[src/rtl/beep_sequencer.sv]
// Multi-pulse trigger generator feeding the output monostable: on a request it
// emits `beeps` triggers of on-time L separated by gaps of G cycles.
module beep_sequencer #(
   parameter int CNT_W = 32,
   parameter int N_W   = 4
) (
   input  logic             Clock,
   input  logic             Reset,
   input  logic             req,
   input  logic             abort,
   input  logic [N_W-1:0]   beeps,
   input  logic [CNT_W-1:0] on_len,
   input  logic [CNT_W-1:0] gap_len,
   output logic             trig,
   output logic [CNT_W-1:0] length,
   output logic             busy,
   output logic             done
);

   typedef enum logic [1:0] {IDLE, ON, GAP} state_t;

   localparam logic [CNT_W-1:0] ONE   = CNT_W'(1);
   localparam logic [N_W-1:0]   ONE_N = N_W'(1);

   state_t           state, state_nxt;
   logic [CNT_W-1:0] cnt, cnt_nxt;
   logic [CNT_W-1:0] l_len, l_nxt;
   logic [CNT_W-1:0] g_len, g_nxt;
   logic [N_W-1:0]   rem, rem_nxt;
   logic [CNT_W-1:0] length_nxt;
   logic             trig_nxt, done_nxt, busy_nxt;

   always_ff @(posedge Clock or negedge Reset) begin
      if (!Reset) begin
         state  <= IDLE;
         cnt    <= '0;
         l_len  <= '0;
         g_len  <= '0;
         rem    <= '0;
         trig   <= 1'b0;
         length <= '0;
         busy   <= 1'b0;
         done   <= 1'b0;
      end else begin
         state  <= state_nxt;
         cnt    <= cnt_nxt;
         l_len  <= l_nxt;
         g_len  <= g_nxt;
         rem    <= rem_nxt;
         trig   <= trig_nxt;
         length <= length_nxt;
         busy   <= busy_nxt;
         done   <= done_nxt;
      end
   end

   always_comb begin
      state_nxt  = state;
      cnt_nxt    = cnt;
      l_nxt      = l_len;
      g_nxt      = g_len;
      rem_nxt    = rem;
      length_nxt = length;
      trig_nxt   = 1'b0;
      done_nxt   = 1'b0;
      case (state)
         IDLE: begin
            if (req && !abort) begin
               if (beeps == '0) begin
                  done_nxt = 1'b1;
               end else begin
                  // The monostable cannot fire with a zero length, so clamp to 1.
                  l_nxt      = (on_len == '0) ? ONE : on_len;
                  g_nxt      = gap_len;
                  rem_nxt    = beeps;
                  cnt_nxt    = l_nxt - ONE;
                  trig_nxt   = 1'b1;
                  length_nxt = l_nxt;
                  state_nxt  = ON;
               end
            end
         end
         ON: begin
            if (abort) begin
               state_nxt = IDLE;
               cnt_nxt   = '0;
               rem_nxt   = '0;
            end else if (cnt != '0) begin
               cnt_nxt = cnt - ONE;
            end else begin
               rem_nxt = rem - ONE_N;
               if (rem == ONE_N) begin
                  done_nxt  = 1'b1;
                  state_nxt = IDLE;
               end else if (g_len == '0) begin
                  trig_nxt   = 1'b1;
                  length_nxt = l_len;
                  cnt_nxt    = l_len - ONE;
               end else begin
                  state_nxt = GAP;
                  cnt_nxt   = g_len - ONE;
               end
            end
         end
         GAP: begin
            if (abort) begin
               state_nxt = IDLE;
               cnt_nxt   = '0;
               rem_nxt   = '0;
            end else if (cnt != '0) begin
               cnt_nxt = cnt - ONE;
            end else begin
               trig_nxt   = 1'b1;
               length_nxt = l_len;
               cnt_nxt    = l_len - ONE;
               state_nxt  = ON;
            end
         end
         default: state_nxt = IDLE;
      endcase
      busy_nxt = (state_nxt != IDLE);
   end

endmodule

[config.mk]
export PLATFORM = sky130hd
export DESIGN_NAME = beep_sequencer
export DESIGN_NICKNAME = d
export VERILOG_FILES = /design/src/rtl/beep_sequencer.sv
export SDC_FILE = /design/constraint.sdc
export NUM_CORES = 1
export LEC_CHECK = 0
export ABC_CLOCK_PERIOD_IN_PS = 3400
export CAP_MARGIN = 10
export CORE_MARGIN = 2
export CORE_UTILIZATION = 30
export CTS_CLUSTER_DIAMETER = 60
export DETAILED_ROUTE_END_ITERATION = 10
export PLACE_DENSITY_LB_ADDON = 0.25
export SETUP_SLACK_MARGIN = 0.05
export SLEW_MARGIN = 20
export SYNTH_ARGS = -nofsm -noshare
export SYNTH_HDL_FRONTEND = slang
export SYNTH_SLANG_ARGS = --single-unit
[constraint.sdc]
create_clock -name Clock -period 3.4 [get_ports Clock]
set_clock_uncertainty 0.1 [all_clocks]
set_input_delay 0.85 -clock Clock [delete_from_list [all_inputs] [get_ports Clock]]
set_output_delay 0.85 -clock Clock [all_outputs]
set_load 0.03 [all_outputs]
# Word-level counts from Yosys, hierarchy flattened
# Index checks and enable logic that the tools add are counted.
# word_totals
inputBits	72
register_bits	137
n_memories	0
mem_bits_ro	0
out_inout_bits	35
latchBits	0
ramBits	0
# classes
addsub	5
eq_ne	14
n_reduce_logical	13
n_mux	49
n_div	0
shift	0
multipliers	0
n_lt_le_gt_ge	0
bitwise_logic	1
# op_table
operator	n
two-way mux 32 bit	17
one-hot mux 32 bit (3 select lines)	2
subtractor 32 x 1 -> 32 bit, second input constant	4
zero test 32 bit	2
nonzero test 32 bit	1
two-way mux 4 bit	5
inequality test 2 bit, second input constant	9
two-way mux 2 bit	8
two-way mux 1 bit	13
one-hot mux 4 bit (3 select lines)	1
AND reduction 9 bit	1
one-hot mux 2 bit (3 select lines)	1
AND reduction 5 bit	1
== test 4 x 1 -> 1 bit, second input constant	1
zero test 4 bit	1
inequality test 4 bit, second input constant	1
AND reduction 4 bit	1
subtractor 4 x 1 -> 4 bit, second input constant	1
inequality test 3 bit, second input constant	1
one-hot mux 1 bit (3 select lines)	1
AND reduction 3 bit	1
nonzero test 3 bit	1
== test 2 x 1 -> 1 bit, second input constant	1
== test 2 bit, second input constant	1
other kinds (6)	6

# Longest topological paths before layout
# Gate-level depths: netlist (run 1).
# logic_depth
ltp_word	7
ltp_mapped	14

# Worst setup path after synthesis (run 1)
# No wires, ideal clock.
# synth_path
kind	input to register
startpoint	input port on_len[15]
endpoint	register cnt[30]
n_path_buf	1
arrival_time_ns	3.625
path_stages	14
setup_slack_ns	-0.411
path_cell_list	buf_2 -> nor4_1 -> and4_1 -> nand3_1 -> nor2_1 -> nor2_1 -> ha_1 -> or4b_2 -> nor4_1 -> nand3_1 -> xnor2_1 -> nor2_1 -> or4_1 -> o211ai_1
# synth_via
elab_chain_len	6
# synth_rtl
element	line	source
start: declaration	12	input logic [CNT_W-1:0] on_len,
zero test 32 bit	73	l_nxt = (on_len == '0) ? ONE : on_len;
two-way mux 32 bit *	73	
subtractor 32 x 1 -> 32 bit *	76	cnt_nxt = l_nxt - ONE;
two-way mux 32 bit *	69	if (beeps == '0) begin
two-way mux 32 bit *	68	if (req && !abort) begin
one-hot mux 32 bit (3 select lines) *	66	case (state)
end signal: assignment	46	cnt <= cnt_nxt;
end: declaration	26	logic [CNT_W-1:0] cnt, cnt_nxt;
# Mark *: on every way between the ends. The rest lies on a longest branch, timed or not. The select of a mux whose other input is x is not followed.
# A chain may end at the register's enable or synchronous reset.

# Worst setup path after layout (run 1)
# layout_path
startpoint	input port on_len[24]
endpoint	register cnt[30]
# The elaborated chain is that of the path after synthesis.

==> reports/metrics.cfg, run 1 <==
[outcome]
status=complete, no violations

[sta]
fin_hold_ws_ns=0.261
slew_viol_final=0
period_minus_slack_ns=3.29
post-route-period-util_pct=96.7
rsz0062_at_grt=true
hold_viol_final=0
relSlewSlack_pct=52.2
max_freq_mhz=304
setup_violations=0
tightest_slew_ns=0.718

[power]
p_comb_share_pct=46.1
ir_worst_vdd_mv=0.356
clkPwrFrac_pct=19.6
p_seq_share_pct=34.2
p_int_mw=5.55
p_sw_share_pct=42.6
finalPower_mw=9.68
power.switching_mw=4.12
power-per-cell-area_mw_per_mm2=793
leakagePower_nw=4.52

[detailed_routing]
postRouteAntennaNets=0
vias=8587
wl_per_cell_um=18.8
drtPass1Iterations=5
drtIter0Drc=625
wl_um=30100
drc=0
vias_per_cell=5.37

[worst_setup_path]
startpoint_type=primary input
cpMostUsedCell=nor2_4
path_max_fanout=3
worstPathArrival_ns=3.53
cp_cell_sequence=clkbuf_2 -> or4_4 -> or3_4 -> nor2_4 -> nor2_4 -> ha_4 -> or4b_4 -> nor4_4 -> nand3_1 -> xnor2_1 -> nor2_1 -> or4_1 -> o211ai_1
worstPathRequired_ns=3.64
criticalPathCategory=primary input to flop
crit_path_max_incr_delay_ns=0.54
cp_slowest_cell=or4_4
end_kind=flop
path_delay_family=simple AND/OR/NAND/NOR gates
path_buf_inv=1

[synth]
synth-seq-cells=137
ys_warn_count=0
ys_seq_area_share_pct=37.2
syn_area_mm2=0.00922
synth.most_common_cell=dfrtp_1
synthCells=990
synthFlopType=dfrtp_1
yosys.area.top_type_share_pct=37.2
yosys.area.top_type=dfrtp_1
synth_edf_count=0
async_flop_share_pct=100
avgSynthCellArea_um2=9.31
synthTopCellsByArea=dfrtp_1 37%, mux2_2 7.3%, xnor2_1 5.7%
synth_common_cells=137 x dfrtp_1, 62 x nor2_1, 60 x mux2_2, 60 x xnor2_1, 53 x nor3_1
synth_cell_type_count=68
synth.net_count=1073

[floorplanning]
die_y_um=179
num_io_pins=107
core_mm2=0.0304
rows=64
start_util_pct=30.3
die_x_um=179
die_area_mm2=0.0322

[clock_network]
clock_path_buffers=2
clock-root-buffer=clkbuf_16
path_clk_slew_ns=0.06
numCtsBuffers=17
cts.sinks=137
htree_levels=4
cts_tree=yes
clk-insertion-delay-late_ns=0.43

[min_path]
hold_path_class=primary input to async pin

[final_layout]
diodes=0
final_cell_area_mm2=0.0122
layout-drive-gt1-share_pct=28.4
layoutNonFillerInstCount=1600
nets=1274
area_growth_pct=32.3
num-fill-cells=3045

[grt]
grt_pass1_wl_um=47200
grt_max_degree=58
grtUsageTotal_pct=19.2
antenna_found_initial=0
grt.overflow.total=0
grt_pass1_vias=8505

[placed_design]
placed_cell_area_mm2=0.0116
gp_congestion=0.956
hpwl_um=22900
io_buffers=106
place_inst=1558

[flow_run]
drv_cap=0

==> through the flow <==
stage / setup slack (ns) / utilization, % / setup TNS [ns]
finish: 0.112 / 40.1 / 0
CTS: 0.0214 / 40.2 / 0
detailed placement: -0.722 / 38.0 / -8.81
floorplan: -0.0342 / - / -0.0601
global placement: -0.630 / 38.0 / -7.64
global route: -0.00215 / 40.1 / -0.00215
==> power groups by stage <==
stage          logic (mW)  registers, mW  clock network, mW
3_5_place_dp         4.48           3.34                  0
5_1_grt              4.86           3.46               2.01
6_report             4.46           3.31               1.90
4_1_cts              4.50           3.31               1.94
2_1_floorplan        2.69           3.48                  0
3_3_place_gp         4.44           3.33                  0
==> timing repair <==
item	4_1_cts	5_1_grt
resized for setup	45	54
setup buffers	9	2
endpoints found under the hold margin	0	0
pin swaps	4	18
setup endpoints to repair	12	7
hold buffers	0	0
==> registers in the layout, indices dropped and copies added (netlist names) <==
name    count
length     32
cnt        32
busy        1
trig        1
state       2
done        1
l_len      32
g_len      32
rem         4
==> final timing paths <==
| path | start | end | slack [ns] | cells after the start |
|---|---|---|---|---|
| worst max-delay path | on_len[24] | cnt[30] | 0.11 | 13 |
| worst min-delay path | Reset | length[28] | 0.26 | 1 |
| worst max register to register | g_len[25] | length[12] | 0.24 | 8 |
| worst min register to register | length[0] | length[0] | 0.40 | 1 |
| max in group asynchronous | Reset | g_len[23] | 2.14 | 2 |
| min in group Clock | length[0] | length[0] | 0.40 | 1 |
==> cells by family (layout without fill, tap and decap cells) <==
kind of cell / after synthesis / count (layout) / share of synthesized area [%]
AND/OR/NAND/NOR: 352 / 352 / 20.9
AO/OA/AOI/OAI: 233 / 233 / 16.7
flip-flops: 137 / 137 / 37.2
multiplexers: 93 / 93 / 10.9
XOR/XNOR: 92 / 92 / 8.74
buffers and inverters: 72 / 286 / 4.02
adder cells (fa/ha/maj): 11 / 11 / 1.49
==> layout make-up <==
cell class                      instances  area (um^2)  share of cell area (%)
Inverter                               16         60.1                   0.492
Multi-Input combinational cell        781         5610                    46.0
Timing Repair Buffer                  238         2020                    16.5
Sequential cell                       137         3430                    28.1
Clock buffer                           19          443                    3.63
Clock inverter                         13          144                    1.18
Tap cell                              396          495                    4.06
==> placed cells by master, fill, tap and decap left out, types with 7 or more instances in the layout <==
cell,n
nand2_1,45
nor4_1,36
nand2b_1,7
nand4_1,9
mux2_2,60
a21oi_1,47
o211ai_1,13
xor2_1,32
clkbuf_16,17
xnor2_1,60
nor2_1,60
buf_4,127
nor3_1,49
dfrtp_1,137
clkbuf_2,19
nor2_2,29
a22oi_1,9
clkdlybuf4s50_1,73
o22ai_1,21
a21oi_2,29
mux2i_1,32
inv_1,14
clkdlybuf4s15_1,9
o31ai_1,11
nand3_1,21
o21ai_0,51
a211oi_1,10
or4_1,19
ha_1,9
or3_1,24
==> layer usage <==
metal  GRT usage [%]  vias up  part of all wire (%)
met5               0        -                     0
met4            6.82        0                   2.8
met3            2.88       50                   5.0
met2            32.2      254                    49
met1            24.9     4191                    44
li1                -     4092                     -
No activity file was read; power rests on OpenSTA's default activity.
==> run 2, diff against run 1 <==
CORE_MARGIN = 8   (was 2)
==> run 2 against run 1 <==
Die area is 14% higher. Critical endpoint unchanged. Clock power increased by 6%. Sequential share of layout area shrank 0.069 points.
==> reports/metrics.cfg, run 2 (synthesized netlist as in run 1, its figures left out) <==
[outcome]
status=complete, no violations

[sta]
hold_viol_final=0  ; unchanged
max_freq_mhz=305  ; +0.35%
relSlewSlack_pct=54.1  ; +1.9 points
setup_violations=0  ; unchanged
fin_tns_setup_ns=0  ; unchanged
period_minus_slack_ns=3.28  ; -0.0113 ns
slew_viol_final=0  ; unchanged
rsz0062_at_grt=true
post-route-period-util_pct=96.4  ; -0.33 points
tightest_slew_ns=0.689  ; -0.0286 ns

[worst_setup_path]
startpoint=on_len[10]
r2r_start=g_len[25]
path_max_fanout=3  ; unchanged
worstPathArrival_ns=3.53  ; about the same
end_kind=flop
startpoint_type=primary input
worstPathRequired_ns=3.65  ; about the same
reg2regPathDepth=8  ; unchanged
endpoint=cnt[30]
regToRegEndpoint=cnt[30]
criticalPathCategory=primary input to flop
ff2ff_setup_slack_ns=0.26  ; +0.02 ns

[clock_network]
cts_tree=yes
clock_path_buffers=2  ; unchanged
clock-root-buffer=clkbuf_16
cts.sinks=137  ; unchanged
htree_levels=4  ; unchanged
path_clk_slew_ns=0.06  ; about the same
postCtsHoldBufs=0  ; unchanged
numCtsBuffers=17  ; unchanged
clk-insertion-delay-late_ns=0.44  ; about the same

[grt]
grt_max_degree=72  ; +24%
grt_pass1_wl_um=49100  ; +4.0%
grtUsageTotal_pct=17.2  ; -2.0 points
grt_pass1_vias=8695  ; +2.2%
antenna_found_initial=0  ; unchanged
grt.overflow.total=0  ; unchanged

[final_layout]
area_growth_pct=32.6
layoutNonFillerInstCount=1596  ; -0.25%
final_cell_mix=137 x dfrtp_1, 125 x buf_4, 73 x clkdlybuf4s50_1
layout-drive-gt1-share_pct=27.3  ; -1.2 points
nets=1271  ; -0.24%
diodes=0  ; unchanged
final_common_cell=dfrtp_1

[detailed_routing]
wl_per_cell_um=19.4  ; +3.3%
drc=0  ; unchanged
drtPass1Iterations=5  ; unchanged
vias=8572  ; -0.17%
drtIter0Drc=671  ; +7.4%
vias_per_cell=5.37  ; about the same
wl_um=31000  ; +3.1%
postRouteAntennaNets=0  ; unchanged

[power]
leakagePower_nw=4.55  ; +0.58%
ir_worst_vdd_mv=0.381  ; +7.0%
power-per-cell-area_mw_per_mm2=803  ; +1.2%

[floorplanning]
die_area_mm2=0.0366  ; +14%
die_x_um=191  ; +6.7%
num_io_pins=107  ; unchanged
core_mm2=0.0304  ; unchanged
start_util_pct=30.3  ; unchanged
die_y_um=191  ; +6.7%
rows=64  ; unchanged

[placed_design]
hpwl_um=23600  ; +2.9%
place_inst=1556  ; -0.13%
io_buffers=106  ; unchanged
gp_congestion=0.908  ; -5.0%

[min_path]
hold_path_class=primary input to async pin

[flow_run]
drv_cap=0  ; unchanged

==> run 2: worst min path at each step <==
stage | endpoint | slack [ns] | depth (start not counted)
2_1_floorplan | rem[1] | 0.36 | 2
3_3_place_gp | length[0] | 0.37 | 1
3_5_place_dp | length[0] | 0.38 | 1
4_1_cts | l_len[25] | 0.36 | 1
5_1_grt | length[28] | 0.40 | 1
6_report | length[28] | 0.34 | 1
==> run 2: per-layer routing <==
layer | global-route usage (%) | routed length, um | vias to the layer above
li1 | - | - | 4070
met1 | 22.1 | 13700 | 4241
met2 | 28.9 | 15200 | 228
met3 | 3.01 | 1430 | 33
met4 | 5.30 | 647 | 0
met5 | 0 | 0 | -
==> run 2: final cells by class <==
| type | count | area, um^2 |
|---|---|---|
| clock buffers | 18 | 429 |
| clock inverters | 13 | 193 |
| fillers | 3061 | 18200 |
| inverters | 16 | 60.1 |
| multi-input cells | 781 | 5600 |
| flip-flops and latches | 137 | 3430 |
| well taps | 396 | 495 |
| repair buffers | 235 | 2020 |
==> run 2: what timing repair did <==
item	in CTS	in global routing
pin swaps	4	9
setup buffers	9	1
endpoints found under the setup margin	12	7
cloned	0	0
gates resized for setup	44	31
==> run 2: power breakdown <==
| part | switching (mW) | internal [mW] |
|---|---|---|
| sequential | 0.931 | 2.40 |
| clock | 0.788 | 1.23 |
| combinational | 2.43 | 2.04 |
| total | 4.15 | 5.67 |
==> run 2: worst max-delay path, stage by stage <==
cell,delay [ns]
clkdlybuf4s15_1,0.23
or4_4,0.56
nor3_4,0.25
nand3_4,0.11
nor2_4,0.14
nor2_4,0.05
ha_2,0.19
or4b_4,0.24
nor4_4,0.05
nand3_1,0.09
xnor2_1,0.12
nor2_1,0.07
or4_1,0.42
o211ai_1,0.16
==> run 2: through the flow <==
| step | power, mW | area, um^2 | hold slack [ns] | worst slack, ns | utilization (%) |
|---|---|---|---|---|---|
| 2_1_floorplan | 6.17 | 9310 | 0.363 | -0.0342 | - |
| 3_3_place_gp | 7.78 | 11500 | 0.372 | -0.629 | 37.9 |
| 3_5_place_dp | 7.84 | 11500 | 0.375 | -0.748 | 37.9 |
| 4_1_cts | 9.90 | 12200 | 0.364 | 0.0413 | 40.2 |
| 5_1_grt | 10.5 | 12200 | 0.398 | -0.0138 | 40.2 |
| 6_report | 9.82 | 12200 | 0.340 | 0.123 | 40.2 |
